$ cat config.mk
export PLATFORM = sky130hd
export DESIGN_NAME = column_slice_sequencer_flat
export DESIGN_NICKNAME = d
export VERILOG_FILES = /design/src/rtl/column_slice_sequencer_if.sv /design/src/rtl/column_slice_sequencer.sv /design/src/flat_wrapper.sv
export SDC_FILE = /design/constraint.sdc
export NUM_CORES = 1
export LEC_CHECK = 0
export ABC_AREA = 1
export CORE_MARGIN = 2
export CORE_UTILIZATION = 57
export CTS_BUF_LIST = sky130_fd_sc_hd__clkbuf_4
export CTS_CLUSTER_DIAMETER = 60
export DETAILED_ROUTE_END_ITERATION = 6
export PLACE_DENSITY = 0.83
export SYNTH_ARGS = -nofsm -noshare
export SYNTH_HDL_FRONTEND = slang
export SYNTH_SLANG_ARGS = --single-unit
$ cat constraint.sdc
create_clock -name clock -period 4.3 [get_ports clock]
set_input_delay 1.075 -clock clock [delete_from_list [all_inputs] [get_ports clock]]
set_output_delay 1.075 -clock clock [all_outputs]
set_load 0.02 [all_outputs]
$ cat src/rtl/column_slice_sequencer_if.sv
// Signal bundle between the column sequencer, the slice-height calculator and the VGA plot port.
// master = sequencer side, slave = environment (frame trigger, calculator, framebuffer writer).
interface column_slice_sequencer_if;
    logic       start_frame;
    logic [6:0] slice_size;
    logic       end_calc;
    logic [7:0] column_count;
    logic       begin_calc;
    logic [7:0] x;
    logic [6:0] y;
    logic [2:0] colour;
    logic       plot;
    logic       busy;
    logic       frame_done;
    logic       timeout_seen;

    modport master (
        input  start_frame, slice_size, end_calc,
        output column_count, begin_calc, x, y, colour, plot, busy, frame_done, timeout_seen
    );

    modport slave (
        output start_frame, slice_size, end_calc,
        input  column_count, begin_calc, x, y, colour, plot, busy, frame_done, timeout_seen
    );
endinterface

$ cat src/rtl/column_slice_sequencer.sv
// Walks screen columns, requests a slice height per column and rasterises ceiling/wall/floor pixels.
// Latency: first plot 2 cycles after end_calc; no backpressure, the plot port must accept one pixel per cycle.
module column_slice_sequencer #(
    parameter int          SCREEN_W     = 160,
    parameter int          SCREEN_H     = 120,
    parameter int          CALC_TIMEOUT = 255,
    parameter logic [2:0]  CEIL_COLOUR  = 3'b001,
    parameter logic [2:0]  WALL_COLOUR  = 3'b111,
    parameter logic [2:0]  FLOOR_COLOUR = 3'b010
) (
    input  logic                      clock,
    input  logic                      reset,
    column_slice_sequencer_if.master  bus
);
    typedef enum logic [2:0] {
        S_IDLE, S_START_CALC, S_WAIT_CALC, S_LATCH, S_DRAW, S_NEXT_COL, S_DONE
    } state_t;

    localparam int            CW       = $clog2(CALC_TIMEOUT + 1);
    localparam logic [7:0]    COL_LAST = 8'(SCREEN_W - 1);
    localparam logic [6:0]    ROW_LAST = 7'(SCREEN_H - 1);
    localparam logic [6:0]    ROWS     = 7'(SCREEN_H);
    localparam logic [6:0]    MID      = 7'(SCREEN_H / 2);
    localparam logic [CW-1:0] TMO_LAST = CW'(CALC_TIMEOUT - 1);

    state_t          state_q, state_d;
    logic [7:0]      column_count_q, column_count_d;
    logic [6:0]      h_raw_q, h_raw_d;
    logic [CW-1:0]   cnt_q, cnt_d;
    logic [6:0]      y_q, y_d;
    logic [2:0]      colour_q, colour_d;
    logic            plot_q, plot_d;
    logic            begin_calc_q, begin_calc_d;
    logic            busy_q, busy_d;
    logic            frame_done_q, frame_done_d;
    logic            timeout_seen_q, timeout_seen_d;

    // Span bounds derive from the held raw height, so they are already valid for y=0 at the LATCH edge.
    logic [6:0] h_clamp, top, bot;
    assign h_clamp = (h_raw_q > ROWS) ? ROWS : h_raw_q;
    assign top     = MID - {1'b0, h_clamp[6:1]};
    assign bot     = top + h_clamp;

    always_comb begin
        state_d        = state_q;
        column_count_d = column_count_q;
        h_raw_d        = h_raw_q;
        cnt_d          = cnt_q;
        y_d            = y_q;
        timeout_seen_d = timeout_seen_q;

        case (state_q)
            S_IDLE: begin
                if (bus.start_frame) begin
                    state_d        = S_START_CALC;
                    column_count_d = 8'd0;
                    timeout_seen_d = 1'b0;
                end
            end
            S_START_CALC: begin
                cnt_d   = '0;
                state_d = S_WAIT_CALC;
            end
            S_WAIT_CALC: begin
                if (bus.end_calc) begin
                    h_raw_d = bus.slice_size;
                    state_d = S_LATCH;
                end else if (cnt_q == TMO_LAST) begin
                    h_raw_d        = 7'd0;
                    timeout_seen_d = 1'b1;
                    state_d        = S_LATCH;
                end else begin
                    cnt_d = cnt_q + 1'b1;
                end
            end
            S_LATCH: begin
                y_d     = 7'd0;
                state_d = S_DRAW;
            end
            S_DRAW: begin
                if (y_q == ROW_LAST) begin
                    state_d = S_NEXT_COL;
                end else begin
                    y_d = y_q + 1'b1;
                end
            end
            S_NEXT_COL: begin
                if (column_count_q == COL_LAST) begin
                    state_d = S_DONE;
                end else begin
                    column_count_d = column_count_q + 1'b1;
                    state_d        = S_START_CALC;
                end
            end
            S_DONE:  state_d = S_IDLE;
            default: state_d = S_IDLE;
        endcase

        // Outputs are registered copies of what the next state presents.
        begin_calc_d = (state_d == S_START_CALC);
        plot_d       = (state_d == S_DRAW);
        busy_d       = (state_d != S_IDLE);
        frame_done_d = (state_d == S_DONE);
        colour_d     = 3'b000;
        if (state_d == S_DRAW) begin
            if (y_d < top)      colour_d = CEIL_COLOUR;
            else if (y_d < bot) colour_d = WALL_COLOUR;
            else                colour_d = FLOOR_COLOUR;
        end
    end

    always_ff @(posedge clock) begin
        if (reset) begin
            state_q        <= S_IDLE;
            column_count_q <= 8'd0;
            h_raw_q        <= 7'd0;
            cnt_q          <= '0;
            y_q            <= 7'd0;
            colour_q       <= 3'b000;
            plot_q         <= 1'b0;
            begin_calc_q   <= 1'b0;
            busy_q         <= 1'b0;
            frame_done_q   <= 1'b0;
            timeout_seen_q <= 1'b0;
        end else begin
            state_q        <= state_d;
            column_count_q <= column_count_d;
            h_raw_q        <= h_raw_d;
            cnt_q          <= cnt_d;
            y_q            <= y_d;
            colour_q       <= colour_d;
            plot_q         <= plot_d;
            begin_calc_q   <= begin_calc_d;
            busy_q         <= busy_d;
            frame_done_q   <= frame_done_d;
            timeout_seen_q <= timeout_seen_d;
        end
    end

    assign bus.column_count = column_count_q;
    assign bus.x            = column_count_q;
    assign bus.y            = y_q;
    assign bus.colour       = colour_q;
    assign bus.plot         = plot_q;
    assign bus.begin_calc   = begin_calc_q;
    assign bus.busy         = busy_q;
    assign bus.frame_done   = frame_done_q;
    assign bus.timeout_seen = timeout_seen_q;
endmodule

$ cat src/flat_wrapper.sv
// flat-port wrapper written by rule: the top's interface ports become plain ports
module column_slice_sequencer_flat 
#(
    parameter int          SCREEN_W     = 160,
    parameter int          SCREEN_H     = 120,
    parameter int          CALC_TIMEOUT = 255,
    parameter logic [2:0]  CEIL_COLOUR  = 3'b001,
    parameter logic [2:0]  WALL_COLOUR  = 3'b111,
    parameter logic [2:0]  FLOOR_COLOUR = 3'b010
)
  (clock, reset, bus_start_frame, bus_slice_size, bus_end_calc, bus_column_count, bus_begin_calc, bus_x, bus_y, bus_colour, bus_plot, bus_busy, bus_frame_done, bus_timeout_seen);
  column_slice_sequencer_if bus_i ();
  input  logic clock;
  input  logic reset;
  input wire logic [$bits(bus_i.start_frame)-1:0] bus_start_frame;
  input wire logic [$bits(bus_i.slice_size)-1:0] bus_slice_size;
  input wire logic [$bits(bus_i.end_calc)-1:0] bus_end_calc;
  output wire logic [$bits(bus_i.column_count)-1:0] bus_column_count;
  output wire logic [$bits(bus_i.begin_calc)-1:0] bus_begin_calc;
  output wire logic [$bits(bus_i.x)-1:0] bus_x;
  output wire logic [$bits(bus_i.y)-1:0] bus_y;
  output wire logic [$bits(bus_i.colour)-1:0] bus_colour;
  output wire logic [$bits(bus_i.plot)-1:0] bus_plot;
  output wire logic [$bits(bus_i.busy)-1:0] bus_busy;
  output wire logic [$bits(bus_i.frame_done)-1:0] bus_frame_done;
  output wire logic [$bits(bus_i.timeout_seen)-1:0] bus_timeout_seen;
  assign bus_i.start_frame = bus_start_frame;
  assign bus_i.slice_size = bus_slice_size;
  assign bus_i.end_calc = bus_end_calc;
  assign bus_column_count = bus_i.column_count;
  assign bus_begin_calc = bus_i.begin_calc;
  assign bus_x = bus_i.x;
  assign bus_y = bus_i.y;
  assign bus_colour = bus_i.colour;
  assign bus_plot = bus_i.plot;
  assign bus_busy = bus_i.busy;
  assign bus_frame_done = bus_i.frame_done;
  assign bus_timeout_seen = bus_i.timeout_seen;
  column_slice_sequencer #(.SCREEN_W(SCREEN_W), .SCREEN_H(SCREEN_H), .CALC_TIMEOUT(CALC_TIMEOUT), .CEIL_COLOUR(CEIL_COLOUR), .WALL_COLOUR(WALL_COLOUR), .FLOOR_COLOUR(FLOOR_COLOUR)) u_core (.clock(clock), .reset(reset), .bus(bus_i));
endmodule
==> results.cfg, run 1 <==
[outcome]
outcome = complete, no violations

[global_route]
track_usage_pct = 22.7
grt_start_max_net_pins = 24
antenna_found_initial = 0
grt_pass1_wl_mm = 10.0
grt_pass1_vias = 2364
grt.overflow.total = 0

[logic_synthesis]
synth.most_common_cell = nand2_1
synth_ff_type = dfxtp_1
syn_inst = 388
yosysTopAreaCell = dfxtp_1
syn_nets = 422
synth-edff-count = 0
seq_area_frac_synth_pct = 28.6
synth_area_um2 = 2870
synth_common_cells = 74 x nand2_1, 42 x inv_1, 41 x dfxtp_1
syn_avg_cell_area_um2 = 7.39
synth.area.top_cells = dfxtp_1 29%, ha_1 10%, nand2_1 9.7%
synth_top_area_share_pct = 28.6
yosysUniqueCellTypes = 43
yosys_register_bits = 41
async_flop_share_pct = 0
yosys_warnings = 0

[worst_setup_path]
slowest_delay_ns = 0.60
cp-end-kind = flop
startpoint_type = flop
critical_path_arrival_ns = 3.89
crit_fanout = 8
crit_path_top_delay_cell = dfxtp_1
crit_path_frequent_cell = nand2_1
worstPathRequired_ns = 4.61
crit_type = reg -> reg
worstPathCellList = inv_2, nor2_8, nand2_4, nand2_4, ha_1, inv_1, nand3_1, xor2_1, inv_1, ha_1, nand2_1, inv_1, a21boi_1, nand2_1, nand2_1, nand2_1, ha_1, nand2_1, nor2_1, a211oi_1, nand2_2, a21oi_2

[clock_network]
cts_buffers = 5
htreeDepth = 2
ctsHoldBuffers = 0
clk_latency_ns = 0.36
clk_path_buf_depth = 2
clock_sinks = 41
clock-root-buffer = clkbuf_4
cts_setup_buffers = 0
cts.clk_slew.worst_paths_ns = 0.13
cts_resized = 0
cts_tree = done

[pwr]
ir_worst_vdd_uv = 188
p_leak_nw = 1.51
powerDensity_nw_per_um2 = 246
finalPower_w = 0.000825

[sta]
setup_violations = 0
rsz0062_at_grt = false
tns_ns = 0
maxSlewViolCount = 0
clock.fmax_mhz = 279
clock_skew_ns = 0.0127
hold_viol = 0
tightest_slew_ns = 0.463
final.period_utilization_pct = 83.3
slew_headroom_pct = 69.0
min_period_ns = 3.58

[floorplan]
row_count = 25
die_x_um = 74.9
coreArea_um2 = 4790
die_y_um = 74.9
start_util_pct = 59.9
ios = 42
die_area_um2 = 5620

[routing]
highest_layer = met4
first_pass_iters = 4
met1Wirelength_mm = 2.63
wl_met3_um = 239
met2WireLength_mm = 2.77
viasPerCell = 5.11
wl_per_cell_um = 11.7
drc = 0
num_vias = 2498
ant_nets = 0
routed_wl_mm = 5.70
first_iter_violations = 147

[placed_design]
dp_hpwl_mm = 4.49
globalplace.congestion = 0.859
dpl_cell_area_um2 = 3270
io_buffer_count = 41
dp_cells = 481

[layout]
utilization_pct = 70.0
drive_above_1_share_pct = 16.1
finalNonFillerCells = 489
syn_to_final_growth_pct = 16.8
fin_area_um2 = 3350
n_antenna_cell = 0
layout.nets = 455

[hold_path]
hold_path_class = reg -> reg

[flow_run]
cap_viol_max_count = 0
[kinds of logic (layout without fill, tap and decap cells)]
kind of cell / Yosys count / after routing / synth area share (%)
XOR/XNOR: 10 / 10 / 3.97
flip-flops: 41 / 41 / 28.6
adder cells (fa/ha/maj): 23 / 23 / 10.0
AND/OR/NAND/NOR: 181 / 181 / 33.4
AO/OA/AOI/OAI: 58 / 58 / 12.5
buffers and inverters: 75 / 109 / 11.6
[power by group]
group	switching, W	internal (W)
Sequential	0.0000133	0.000394
Combinational	0.000101	0.0000646
Clock	0.000132	0.000120
[layout make-up]
type	count	area (µm²)
Clock buffer	5	37.5
Multi-Input combinational cell	272	1720
Sequential cell	41	821
Inverter	59	233
Tap cell	67	83.8
Timing Repair Buffer	42	418
Clock inverter	3	41.3
Fill cell	398	1440
[routing by layer]
| layer | track usage, % | up-vias |
|---|---|---|
| li1 | - | 1323 |
| met3 | 4.02 | 9 |
| met2 | 39.9 | 45 |
| met1 | 28.7 | 1121 |
| met4 | 5.95 | 0 |
| met5 | 0 | - |
[layout by cell type, fill, tap and decap left out, types with 2 or more instances in the layout]
cell | Yosys | final
inv_2 | 11 | 11
ha_1 | 23 | 23
nor3b_2 | 2 | 2
xor2_1 | 7 | 7
nand3_1 | 24 | 24
nand2_1 | 74 | 74
inv_4 | 2 | 2
inv_1 | 42 | 42
nor2_8 | 2 | 2
o21ai_1 | 7 | 7
a21oi_1 | 35 | 35
nand3_2 | 7 | 7
dfxtp_1 | 41 | 41
o21ai_0 | 4 | 4
nand3b_1 | 2 | 2
clkdlybuf4s50_1 | 0 | 41
a211oi_1 | 3 | 3
clkbuf_4 | 0 | 5
nor2_1 | 30 | 30
nor3_2 | 2 | 2
nand4_1 | 8 | 8
clkinv_1 | 2 | 3
nand2_2 | 12 | 12
a21oi_2 | 3 | 3
nor4_1 | 2 | 2
nand2_4 | 6 | 6
nor3_1 | 5 | 5
nor2_2 | 2 | 2
[path summary, 6_finish.rpt]
path / start / end / slack [ns] / depth (start not counted)
hold / removal: u_core.cnt_q[4] / u_core.cnt_q[4] / 0.49 / 2
setup / recovery: u_core.h_raw_q[3] / u_core.bus.colour[0] / 0.72 / 22
setup reg to reg: u_core.h_raw_q[3] / u_core.bus.colour[0] / 0.72 / 22
hold reg to reg: u_core.cnt_q[4] / u_core.cnt_q[4] / 0.49 / 2
[per-stage QoR]
step                      worst slack (ns)  hold WS, ns
after floorplan                       1.16        0.437
after global placement               0.880        0.459
after detailed placement             0.728        0.468
after CTS                            0.710        0.489
after global routing                 0.357        0.518
final                                0.719        0.487
[sequential cells by signal, summed over array words and instances, names as in the netlist]
register	count
u_core.h_raw_q	7
u_core.bus.colour	3
u_core.bus.plot	1
u_core.bus.busy	1
u_core.bus.y	7
u_core.bus.timeout_seen	1
u_core.bus.begin_calc	1
u_core.state_q	3
u_core.bus.column_count	8
u_core.cnt_q	8
u_core.bus.frame_done	1
[worst max-delay path, delay by kind of cell (launching register included)]
kind | cells | cell delay [ns]
compound gates | 3 | 0.51
xor+xnor | 1 | 0.20
fa+ha+maj | 3 | 0.95
buf+inv | 4 | 0.35
flops | 1 | 0.60
simple gates | 11 | 0.95
Power figures use the tool's default switching activity.
==> run 2: changes to the inputs <==
Clock period 4.3 ns to 3.35 ns, I/O delays scaled along.
==> run 2 against run 1 <==
Net effect:
- worst setup slack worse by 0.53 ns
- non-clock buffer count increased by 7
- clock skew fell by 0.0020 ns
- final cell count rose by 1.4%
- utilization increased by 2.2 points
- combinational power increased by 38%
==> results.cfg, run 2 (synthesis gave the netlist of run 1 again) <==
[sta]
maxSlewViolCount = 0
final.period_utilization_pct = 94.4
clock.fmax_mhz = 316
min_period_ns = 3.16
setup_violations = 0
clock_skew_ns = 0.0107
slew_headroom_pct = 67.8
tightest_slew_ns = 0.482
hold_viol = 0

[worst_setup_path]
cp-startpoint = u_core.h_raw_q[5]
worstPathCellList = nand2_1, clkinv_2, nand2_4, nor2_8, a21oi_4, inv_1, ha_2, inv_1, nand3_1, xor2_1, inv_1, ha_4, nand2_1, inv_2, nand4_1, nand4_1, nand2_1, ha_1, nand2_2, nor2_1, a211oi_2, nand2_2, a21oi_2
critical_path_arrival_ns = 3.47
cp-end-kind = flop
slowest_delay_ns = 0.35
crit_type = reg -> reg
worstPathRequired_ns = 3.66
rr_startpoint = u_core.h_raw_q[5]
r2r_setup_slack_ns = 0.19
r2r_cells = 23
startpoint_type = flop
timing.critical_path.buf_inv = 5
critical_path.top_delay_family = simple AND/OR/NAND/NOR gates
r2r-end = u_core.bus.colour[0]
crit_path_top_delay_cell = dfxtp_2
crit_fanout = 4

[global_route]
antenna_found_initial = 0
grt_start_max_net_pins = 24
grt.overflow.total = 0
grt_pass1_wl_mm = 10.2
track_usage_pct = 23.3
grt_pass1_vias = 2372

[layout]
drive_above_1_share_pct = 20.3
utilization_pct = 72.3
finalNonFillerCells = 496
fin_area_um2 = 3460
final_common_cell = nand2_1
n_antenna_cell = 0
layout.nets = 462
syn_to_final_growth_pct = 20.5
final_cell_mix = 72 x nand2_1, 41 x clkdlybuf4s50_1, 40 x inv_1, 38 x dfxtp_1, 35 x a21oi_1

[clock_network]
clock-root-buffer = clkbuf_4
cts.clk_slew.worst_paths_ns = 0.13
clk_latency_ns = 0.36
htreeDepth = 2
cts_buffers = 5
ctsHoldBuffers = 0
cts_tree = done
clock_sinks = 41
clk_path_buf_depth = 2

[floorplan]
ios = 42
row_count = 25
die_x_um = 74.9
die_area_um2 = 5620
start_util_pct = 59.9
coreArea_um2 = 4790
die_y_um = 74.9

[routing]
first_pass_iters = 4
wl_per_cell_um = 12.6
viasPerCell = 5.21
drc = 0
num_vias = 2583
routed_wl_mm = 6.24
first_iter_violations = 90
ant_nets = 0

[pwr]
power_switching_w = 0.000320
powerDensity_nw_per_um2 = 312
pwr-share-clk_pct = 30.6
ir_worst_vdd_uv = 254
p_sw_share_pct = 29.6
combPwrFrac_pct = 21.1
p_leak_nw = 1.55
intPower_w = 0.000759
p_seq_share_pct = 48.2

[hold_path]
hp-start = u_core.cnt_q[4]
hold_depth = 2
hold_path_class = reg -> reg
hold_end = u_core.cnt_q[4]

[flow_run]
cap_viol_max_count = 0

[outcome]
outcome = complete, no violations

[placed_design]
dpl_cell_area_um2 = 3290
dp_cells = 484
globalplace.congestion = 0.865
io_buffer_count = 41
dp_hpwl_mm = 4.60
[run 2: cell types whose count changed in the layout (fill, tap and decap cells not counted), sizes merged]
cell	previous run	this run
clkinvlp	1	0
clkbuf	5	6
buf	1	8
[run 2: area by class of cell]
type,instances,area [µm²]
Clock buffer,6,45.0
Clock inverter,2,33.8
Fill cell,391,1330
Inverter,59,233
Multi-Input combinational cell,272,1770
Sequential cell,41,827
Tap cell,67,83.8
Timing Repair Buffer,49,470
[run 2: worst register-to-register path: cells and delay by family, from the launching register on]
kind	cells	cell delay [ns]
flops	1	0.35
compound gates	3	0.54
xor+xnor	1	0.22
buf+inv	5	0.37
fa+ha+maj	3	0.76
simple gates	11	0.86
[run 2: worst max path at each step]
stage | slack (ns) | endpoint | depth (start not counted)
3_5_place_dp | -0.04 | u_core.bus.colour[0] | 24
2_1_floorplan | 0.21 | u_core.bus.colour[0] | 23
6_report | 0.19 | u_core.bus.colour[0] | 23
5_1_grt | -0.07 | u_core.bus.colour[0] | 23
3_3_place_gp | 0.17 | u_core.bus.colour[0] | 24
4_1_cts | 0.02 | u_core.bus.colour[0] | 22
[run 2: timing repair]
action | 4_1_cts | 5_1_grt
endpoints found under the hold margin | 0 | 0
pin swaps | 0 | 6
buffers inserted | 0 | 4
gates resized for setup | 2 | 13
endpoints found under the setup margin | 2 | 2
[run 2: metal layers]
layer / vias to the layer above / share of wire [%] / track usage [%]
met5: - / 0 / 0
met4: 0 / 2.0 / 8.33
met3: 12 / 4.2 / 5.76
met2: 53 / 49 / 38.9
met1: 1182 / 45 / 29.3
li1: 1336 / - / -
[run 2: stage by stage]
| stage | worst slack (ns) | total power (W) | hold WS, ns | TNS [ns] |
|---|---|---|---|---|
| after detailed placement | -0.0386 | 0.000746 | 0.465 | -0.0404 |
| after CTS | 0.0223 | 0.00107 | 0.494 | 0 |
| after global placement | 0.172 | 0.000741 | 0.459 | 0 |
| after floorplan | 0.210 | 0.000688 | 0.437 | 0 |
| final | 0.187 | 0.00108 | 0.488 | 0 |
| after global routing | -0.0713 | 0.00113 | 0.512 | -0.0969 |
[run 2: power by group through the flow]
stage	Clock, W	Combinational (W)	Sequential [W]
finish	0.000331	0.000228	0.000521
floorplan	0	0.000149	0.000539
detailed placement	0	0.000215	0.000532
global route	0.000353	0.000252	0.000523
CTS	0.000335	0.000217	0.000521
global placement	0	0.000210	0.000531
